--- config.mk ---
export PLATFORM = sky130hd
export DESIGN_NAME = reset_conditioner
export DESIGN_NICKNAME = d
export VERILOG_FILES = /design/src/rtl/reset_conditioner_pkg.sv /design/src/rtl/sync_2ff.sv /design/src/rtl/reset_conditioner.sv
export SDC_FILE = /design/constraint.sdc
export NUM_CORES = 1
export LEC_CHECK = 0
export CAP_MARGIN = 20
export CORE_ASPECT_RATIO = 1.75
export CORE_MARGIN = 4
export CORE_UTILIZATION = 59
export CTS_BUF_LIST = sky130_fd_sc_hd__clkbuf_16
export DETAILED_ROUTE_END_ITERATION = 10
export PLACE_DENSITY = 0.84
export SLEW_MARGIN = 30
export SYNTH_ARGS = -nofsm -noshare
export SYNTH_HDL_FRONTEND = slang
export SYNTH_HIERARCHICAL = 1
export SYNTH_SLANG_ARGS = --single-unit
export TNS_END_PERCENT = 1
--- constraint.sdc ---
create_clock -name clock -period 2.5 [get_ports clock]
set_input_delay 0.625 -clock clock [delete_from_list [all_inputs] [get_ports clock]]
set_output_delay 0.625 -clock clock [all_outputs]
set_load 0.03 [all_outputs]
--- src/rtl/reset_conditioner_pkg.sv ---
// reset_conditioner_pkg: state encodings and sizing helper shared by the conditioner and its bench.
package reset_conditioner_pkg;

    typedef enum logic [2:0] {
        HOLD           = 3'd0,
        IDLE           = 3'd1,
        PRESS_FILTER   = 3'd2,
        PRESSED        = 3'd3,
        RELEASE_FILTER = 3'd4
    } rc_state_t;

    function automatic int max2(input int a, input int b);
        return (a > b) ? a : b;
    endfunction

endpackage

--- src/rtl/sync_2ff.sv ---
// sync_2ff: two-flop synchronizer for a single asynchronous level, with a selectable reset level.
module sync_2ff #(
    parameter logic RESET_LEVEL = 1'b0
) (
    input  logic i_clk,
    input  logic i_rst,
    input  logic i_d,
    output logic o_q
);
    logic r_meta;
    logic r_sync;

    always_ff @(posedge i_clk) begin
        if (i_rst) begin
            r_meta <= RESET_LEVEL;
            r_sync <= RESET_LEVEL;
        end else begin
            r_meta <= i_d;
            r_sync <= r_meta;
        end
    end

    assign o_q = r_sync;
endmodule

--- src/rtl/reset_conditioner.sv ---
// reset_conditioner: debounces a push-button and stretches it into a registered SoC reset
// with a minimum hold time, plus a one-cycle event pulse per accepted press.
module reset_conditioner
    import reset_conditioner_pkg::*;
#(
    parameter int   DEBOUNCE_CYCLES     = 270000,
    parameter int   RESET_HOLD_CYCLES   = 2700,
    parameter logic BUTTON_ACTIVE_LEVEL = 1'b1
) (
    input  logic clock,
    input  logic reset,
    input  logic button_in,
    output logic soc_reset,
    output logic reset_event
);
    localparam int CW = $clog2(max2(DEBOUNCE_CYCLES, RESET_HOLD_CYCLES) + 1);
    localparam logic [CW-1:0] DEB_LAST  = CW'(DEBOUNCE_CYCLES - 1);
    localparam logic [CW-1:0] HOLD_LAST = CW'(RESET_HOLD_CYCLES - 1);

    if (DEBOUNCE_CYCLES < 2 || RESET_HOLD_CYCLES < 2) begin : g_bad_params
        $error("reset_conditioner: DEBOUNCE_CYCLES and RESET_HOLD_CYCLES must both be >= 2");
    end

    logic      w_sync;
    logic      w_pressed;
    rc_state_t r_state, w_next;
    logic [CW-1:0] r_cnt, w_cnt_next;
    logic      r_soc;
    logic      r_event;

    sync_2ff #(.RESET_LEVEL(~BUTTON_ACTIVE_LEVEL)) u_sync (
        .i_clk (clock),
        .i_rst (reset),
        .i_d   (button_in),
        .o_q   (w_sync)
    );

    assign w_pressed = (w_sync == BUTTON_ACTIVE_LEVEL);

    // Every terminal count forces a state change, so the counter never wraps.
    always_comb begin
        w_next     = r_state;
        w_cnt_next = r_cnt;
        case (r_state)
            HOLD: begin
                if (r_cnt == HOLD_LAST) begin
                    w_next     = w_pressed ? PRESSED : IDLE;
                    w_cnt_next = '0;
                end else begin
                    w_cnt_next = r_cnt + 1'b1;
                end
            end
            IDLE: begin
                if (w_pressed) begin
                    w_next     = PRESS_FILTER;
                    w_cnt_next = '0;
                end
            end
            PRESS_FILTER: begin
                if (!w_pressed) begin
                    w_next = IDLE;
                end else if (r_cnt == DEB_LAST) begin
                    w_next     = PRESSED;
                    w_cnt_next = '0;
                end else begin
                    w_cnt_next = r_cnt + 1'b1;
                end
            end
            PRESSED: begin
                if (!w_pressed) begin
                    w_next     = RELEASE_FILTER;
                    w_cnt_next = '0;
                end
            end
            RELEASE_FILTER: begin
                if (w_pressed) begin
                    w_next = PRESSED;
                end else if (r_cnt == DEB_LAST) begin
                    w_next     = HOLD;
                    w_cnt_next = '0;
                end else begin
                    w_cnt_next = r_cnt + 1'b1;
                end
            end
            default: begin
                w_next     = HOLD;
                w_cnt_next = '0;
            end
        endcase
    end

    always_ff @(posedge clock) begin
        if (reset) begin
            r_state <= HOLD;
            r_cnt   <= '0;
            r_soc   <= 1'b1;
            r_event <= 1'b0;
        end else begin
            r_state <= w_next;
            r_cnt   <= w_cnt_next;
            r_soc   <= (w_next == HOLD) || (w_next == PRESSED) || (w_next == RELEASE_FILTER);
            r_event <= (r_state == PRESS_FILTER) && (w_next == PRESSED);
        end
    end

    assign soc_reset   = r_soc;
    assign reset_event = r_event;
endmodule

=== Yosys cells after proc, flatten, opt, wreduce, memory -nomap -nowiden ===
Cells that the tools add are included.

* Flip-flop bits (word level): 26
* Input bits: 3
* Output and inout bits: 2
* Word-level logic and storage cells: 41

* Add/sub/neg operators: 1
* Eq/ne operators: 12
* Muxes and demuxes: 16
* Reduce and logical (&&, ||, !) cells: 6

{| class="wikitable"
|+ Operators by type and width
! cell !! number
|-
| two-way mux 19 bit || 6
|-
| one-hot mux 19 bit (5 select lines) || 1
|-
| two-way mux 3 bit || 7
|-
| adder 19 x 1 -> 19 bit (second input constant) || 1
|-
| == test 19 x 12 -> 1 bit (second input constant) || 1
|-
| == test 19 bit (second input constant) || 1
|-
| one-hot mux 3 bit (5 select lines) || 1
|-
| == test 3 x 2 -> 1 bit (second input constant) || 3
|-
| == test 3 bit (second input constant) || 2
|-
| zero test 3 bit || 2
|-
| != test 2 x 1 -> 1 bit (second input constant) || 2
|-
| != test 2 bit (second input constant) || 2
|-
| AND reduction 4 bit || 1
|-
| == test 3 x 1 -> 1 bit (second input constant) || 1
|-
| logical OR 1 bit || 2
|-
| two-way mux 2 bit || 1
|-
| logical AND 1 bit || 1
|}

=== Logic depth before layout (Yosys ltp) ===
* Depth after elaboration: 7
* Mapped depth: 7
* Mapped depth without buffers: 6

=== By module ===
The synthesis kept the hierarchy.

{| class="wikitable"
|+ Modules (own cells, without submodules)
! module !! times used !! cells each !! area an instance (µm²) !! sequential area each (µm²)
|-
| reset_conditioner || 1 || 158 || 1,351.3 || 480.5
|-
| sync_2ff || 1 || 4 || 52.6 || 40.0
|}

=== Worst setup path before layout ===
No wires, ideal clock.

* Path kind: reg2reg
* Start: register r_cnt[4]
* End: register r_cnt[16]
* Library setup time: 0.115 ns
* Arrival: 1.925 ns
* Required time: 2.385 ns
* Slack: 0.460 ns
* Cell stages (with the launch flop): 7
* Buffers on the path: 1
* Period minus slack after synthesis: 2.040 ns
* Path through: dfxtp_1 -> or4b_4 -> nor3_4 -> a211oi_1 -> o31ai_4 -> buf_6 -> nor2_1

* Cells in the longest elaborated chain, start to end: 4
* Elaborated cells on any way between the ends: 8
* Classes of those cells: add/sub: 1; eq/ne: 2; mux: 5

{| class="wikitable"
|+ Ends and longest elaborated chain
! what !! line !! source
|-
| start: declaration || reset_conditioner.sv:27 || <nowiki>logic [CW-1:0] r_cnt, w_cnt_next;</nowiki>
|-
| start signal: assignment || reset_conditioner.sv:100 || <nowiki>r_cnt <= w_cnt_next;</nowiki>
|-
| adder 19 x 1 -> 19 bit or == test 19 bit (tied branches) || - ||
|-
| two-way mux 19 bit || reset_conditioner.sv:62, reset_conditioner.sv:78 ||
|-
| two-way mux 19 bit (on tied branches) || reset_conditioner.sv:76, reset_conditioner.sv:60 ||
|-
| one-hot mux 19 bit (5 select lines) * || reset_conditioner.sv:44 || <nowiki>case (r_state)</nowiki>
|}

Mark *: on every way between the ends. The rest lies on a longest branch, timed or not. The select of a mux whose other input is x is not followed.
A chain may end at the register's enable or synchronous reset.

=== Worst setup path in the final report ===
* Start: register r_state[1]
* End: register r_cnt[14]

* Cells in the longest elaborated chain, start to end: 3
* Elaborated cells on any way between the ends: 11
* Classes of those cells: eq/ne: 8; mux: 1; reduce/logical: 2

{| class="wikitable"
|+ Ends and longest elaborated chain
! what !! line !! source
|-
| start: declaration || reset_conditioner.sv:26 || <nowiki>rc_state_t r_state, w_next;</nowiki>
|-
| start signal: assignment || reset_conditioner.sv:99 || <nowiki>r_state <= w_next;</nowiki>
|-
| == test 3 x 1 -> 1 bit (tied with other cells) || reset_conditioner.sv:44 ||
|-
| != test 2 x 1 -> 1 bit (no line) or != test 2 bit (tied branches) || - ||
|-
| AND reduction 4 bit (no line) || - ||
|}

Several ways; a longest one is shown, not always the timed one.

==> impl_metrics.tcl <==
set metrics [dict create \
    critical_path.endpoint_type "flop" \
    clkLatencyLatePin_ps 260 \
    worstSetupPathType "flop to flop" \
    yosysWarnings 6 \
    cts_buffer_depth 2 \
    period_minus_slack_ps 2180 \
    switching_power_mw 0.156 \
    postRouteWirelength_um 2870 \
    power.leakage_nw 0.485 \
    core.rowCount 23 \
    vias_per_cell 6.22 \
    first_pass_iteration_count_of_the_detailed_router 4 \
    chipHeight_um 72.5 \
    cellInternalPower_mw 0.647 \
    num_antenna_cells 0 \
    groute.usage.overall_pct 21.1 \
    ys_ff_latch 26 \
    switching_share_pct 19.4 \
    area_growth_pct 8.91 \
    sum_of_negative_setup_slack_ps 0 \
    synthesis.area_um2 1400 \
    post_synthesis_net_count 166 \
    seqCellArea_um2 520 \
    antenna_violating_nets_post_route 0 \
    rsz0062_at_grt "no" \
    setup_viol 0 \
    num-nets-final 171 \
    initial_antenna_violation_count 0 \
    post_route_cells_drive_above_1_share_pct 9.09 \
    maxCapViolCount 0 \
    root_buffer "clkbuf_16" \
    post_synth_main_area_contributors "dfxtp_1 37%, xnor2_1 9.4%, nor2_1 5.6%" \
    p_seq_share_pct 53.2 \
    run_status "complete, no violations" \
    worst_slew_margin_relative_to_its_limit_pct 42.1 \
    post_synth_most_frequent_cells "26 x dfxtp_1, 21 x nor2_1, 15 x xnor2_1" \
    h-tree-depth 1 \
    area_of_the_placeable_core_um2 2270 \
    critPathRequiredTime_ps 2670 \
    grt_overflow 0 \
    vias 1181 \
    initial_utilization_pct 61.8 \
    power_per_cell_area_nw_per_um2 525 \
    synthArstFlopShare_pct 0 \
    synth_cell_type_count 44 \
    worstMarginPinSlew_ps 863 \
    avgRoutedWirePerCell_um 15.1 \
    postCtsHoldBufs 0 \
    final_min_period_over_clock_period_pct 87.3 \
    hold_path_depth 1 \
    cts_post_setup_buffers_inserted 0 \
    place.detailed.hpwl_um 2130 \
    fp.dieW_um 44.9 \
    grt_first_pass_wirelength_um 5150 \
    first_global_vias 1107 \
    synthesis.instances 162 \
    multi_input_comb_area_um2 813 \
    power.share.clock_pct 42.2 \
    numPortBuffers 4 \
    timing.final.ws_setup_ps 318 \
    worstPathMaxFanout 17 \
    cp.arrival_ps 2350 \
    syn_area_per_cell_um2 8.67 \
    power_frac_comb_pct 4.6 \
    die_area_um2 3250 \
    timing.final.hold_violations 0 \
    detail_route.drc_violations 0 \
    seq_area_frac_synth_pct 37.1 \
    pre_cts_slack_ps 335 \
    clock_sinks 26 \
    power.total_mw 0.802 \
    primary_flip_flop_cell_chosen_by_synthesis_mapping "dfxtp_1" \
    yosys.cell_count.top_type "dfxtp_1" \
    tritoncts_clock_tree "built" \
    fin_skew_ps 2.26 \
    synth-edff-count 0 \
    dr.first_iter.drc_count 57 \
    cts_resized 0 \
    finalWeightedCongestion 0.873 \
    floorplan.io_pins 5 \
    post-synth-top-area-fraction_pct 37.1 \
    max_clock_freq_mhz 458 \
    grt_start_max_net_pins 20 \
    clkSlewWorstSetupHoldPaths_ps 60 \
    n_fill_cell 171 \
    worstRegToRegCells 5 \
    path_type_of_the_worst_min_delay_path "flop to flop" \
    cts_made_buffers 3 \
    crit_path_start_kind "flop" \
    finalMaxSlewViolations 0 \
    synth_largest_area_cell "dfxtp_1" \
    worst_ir_drop_vdd_uv 336 \
]
## worst max-delay path: stages, from the launching register on
cell and delay [ps]:
dfxtp_1 560, xnor2_1 190, a2111o_1 610, or2_2 400, mux2i_1 130, nor4_1 210
## layout make-up
cell class                 count  share of cell area (%)
multi-input combinational    121                    53.2
sequential                    26                    34.0
clock buffer                   3                    4.91
timing repair buffer           6                    3.60
inverter                       9                    2.21
tap                           25                    2.05
## final timing paths
path / from / endpoint / slack, ps
setup reg to reg: r_state[1] / r_cnt[14] / 320
hold reg to reg: u_sync/r_meta / u_sync/o_q / 450
setup / recovery: r_state[1] / r_cnt[14] / 320
hold / removal: u_sync/r_meta / u_sync/o_q / 450
## flip-flops by register name (all words and copies together), names as in the netlist
signal,cells
r_cnt,19
r_state,3
reset_event,1
soc_reset,1
u_sync/o_q,1
u_sync/r_meta,1
## layer usage
| metal | share of wire [%] | track usage [%] | vias up |
|---|---|---|---|
| met5 | 0 | 0 | - |
| met3 | 2.5 | 3.72 | 7 |
| met1 | 41 | 23.8 | 557 |
| li1 | - | - | 592 |
| met4 | 3.4 | 11.1 | 0 |
| met2 | 53 | 36.5 | 25 |
## layout by cell type (no fill, tap or decap), types with 2 or more instances in the layout
master | Yosys | layout
nand4_1 | 2 | 2
nand2b_1 | 2 | 2
buf_4 | 1 | 2
mux2i_1 | 2 | 2
a21oi_1 | 2 | 2
clkdlybuf4s50_1 | 0 | 4
or2_2 | 2 | 2
nand2_1 | 9 | 9
nor4_1 | 9 | 9
nand3_1 | 7 | 7
nor2b_1 | 5 | 5
nor4b_1 | 2 | 2
o21ai_0 | 7 | 7
dfxtp_1 | 26 | 26
or4_1 | 3 | 3
clkbuf_16 | 0 | 3
a211oi_1 | 4 | 4
inv_1 | 9 | 9
nor2_1 | 21 | 21
a2111oi_0 | 3 | 3
nor3_1 | 6 | 6
xnor2_1 | 15 | 15
## logic make-up (layout without fill, tap and decap cells)
logic type                 count (synthesis)  in the layout  share of synthesized area, %
buffers and inverters                     15             18                          4.99
muxes                                      2              2                          1.43
xor gates and xnor gates                  16             16                          9.98
DFF                                       26             26                          37.1
and+or+nand+nor                           78             78                          31.1
adders and majority gates                  1              1                         0.891
AOI/OAI and AO/OA                         24             24                          14.5
## through the flow
stage / area [um^2] / utilization [%] / std cells / hold WS [ps]
2_1_floorplan: 1400 / - / 162 / 414
3_3_place_gp: 1450 / 64.0 / 187 / 436
3_5_place_dp: 1450 / 64.0 / 187 / 437
4_1_cts: 1530 / 67.3 / 190 / 459
5_1_grt: 1530 / 67.3 / 190 / 470
6_report: 1530 / 67.3 / 190 / 453
## power groups by stage
| stage | sequential (mW) | clock [mW] | combinational [mW] |
|---|---|---|---|
| global route | 0.427 | 0.364 | 0.0413 |
| CTS | 0.426 | 0.346 | 0.0372 |
| finish | 0.426 | 0.339 | 0.0372 |
| detailed placement | 0.436 | 0 | 0.0371 |
| floorplan | 0.433 | 0 | 0.0287 |
| global placement | 0.435 | 0 | 0.0352 |
Note: power is estimated with default switching activity, not from simulation.
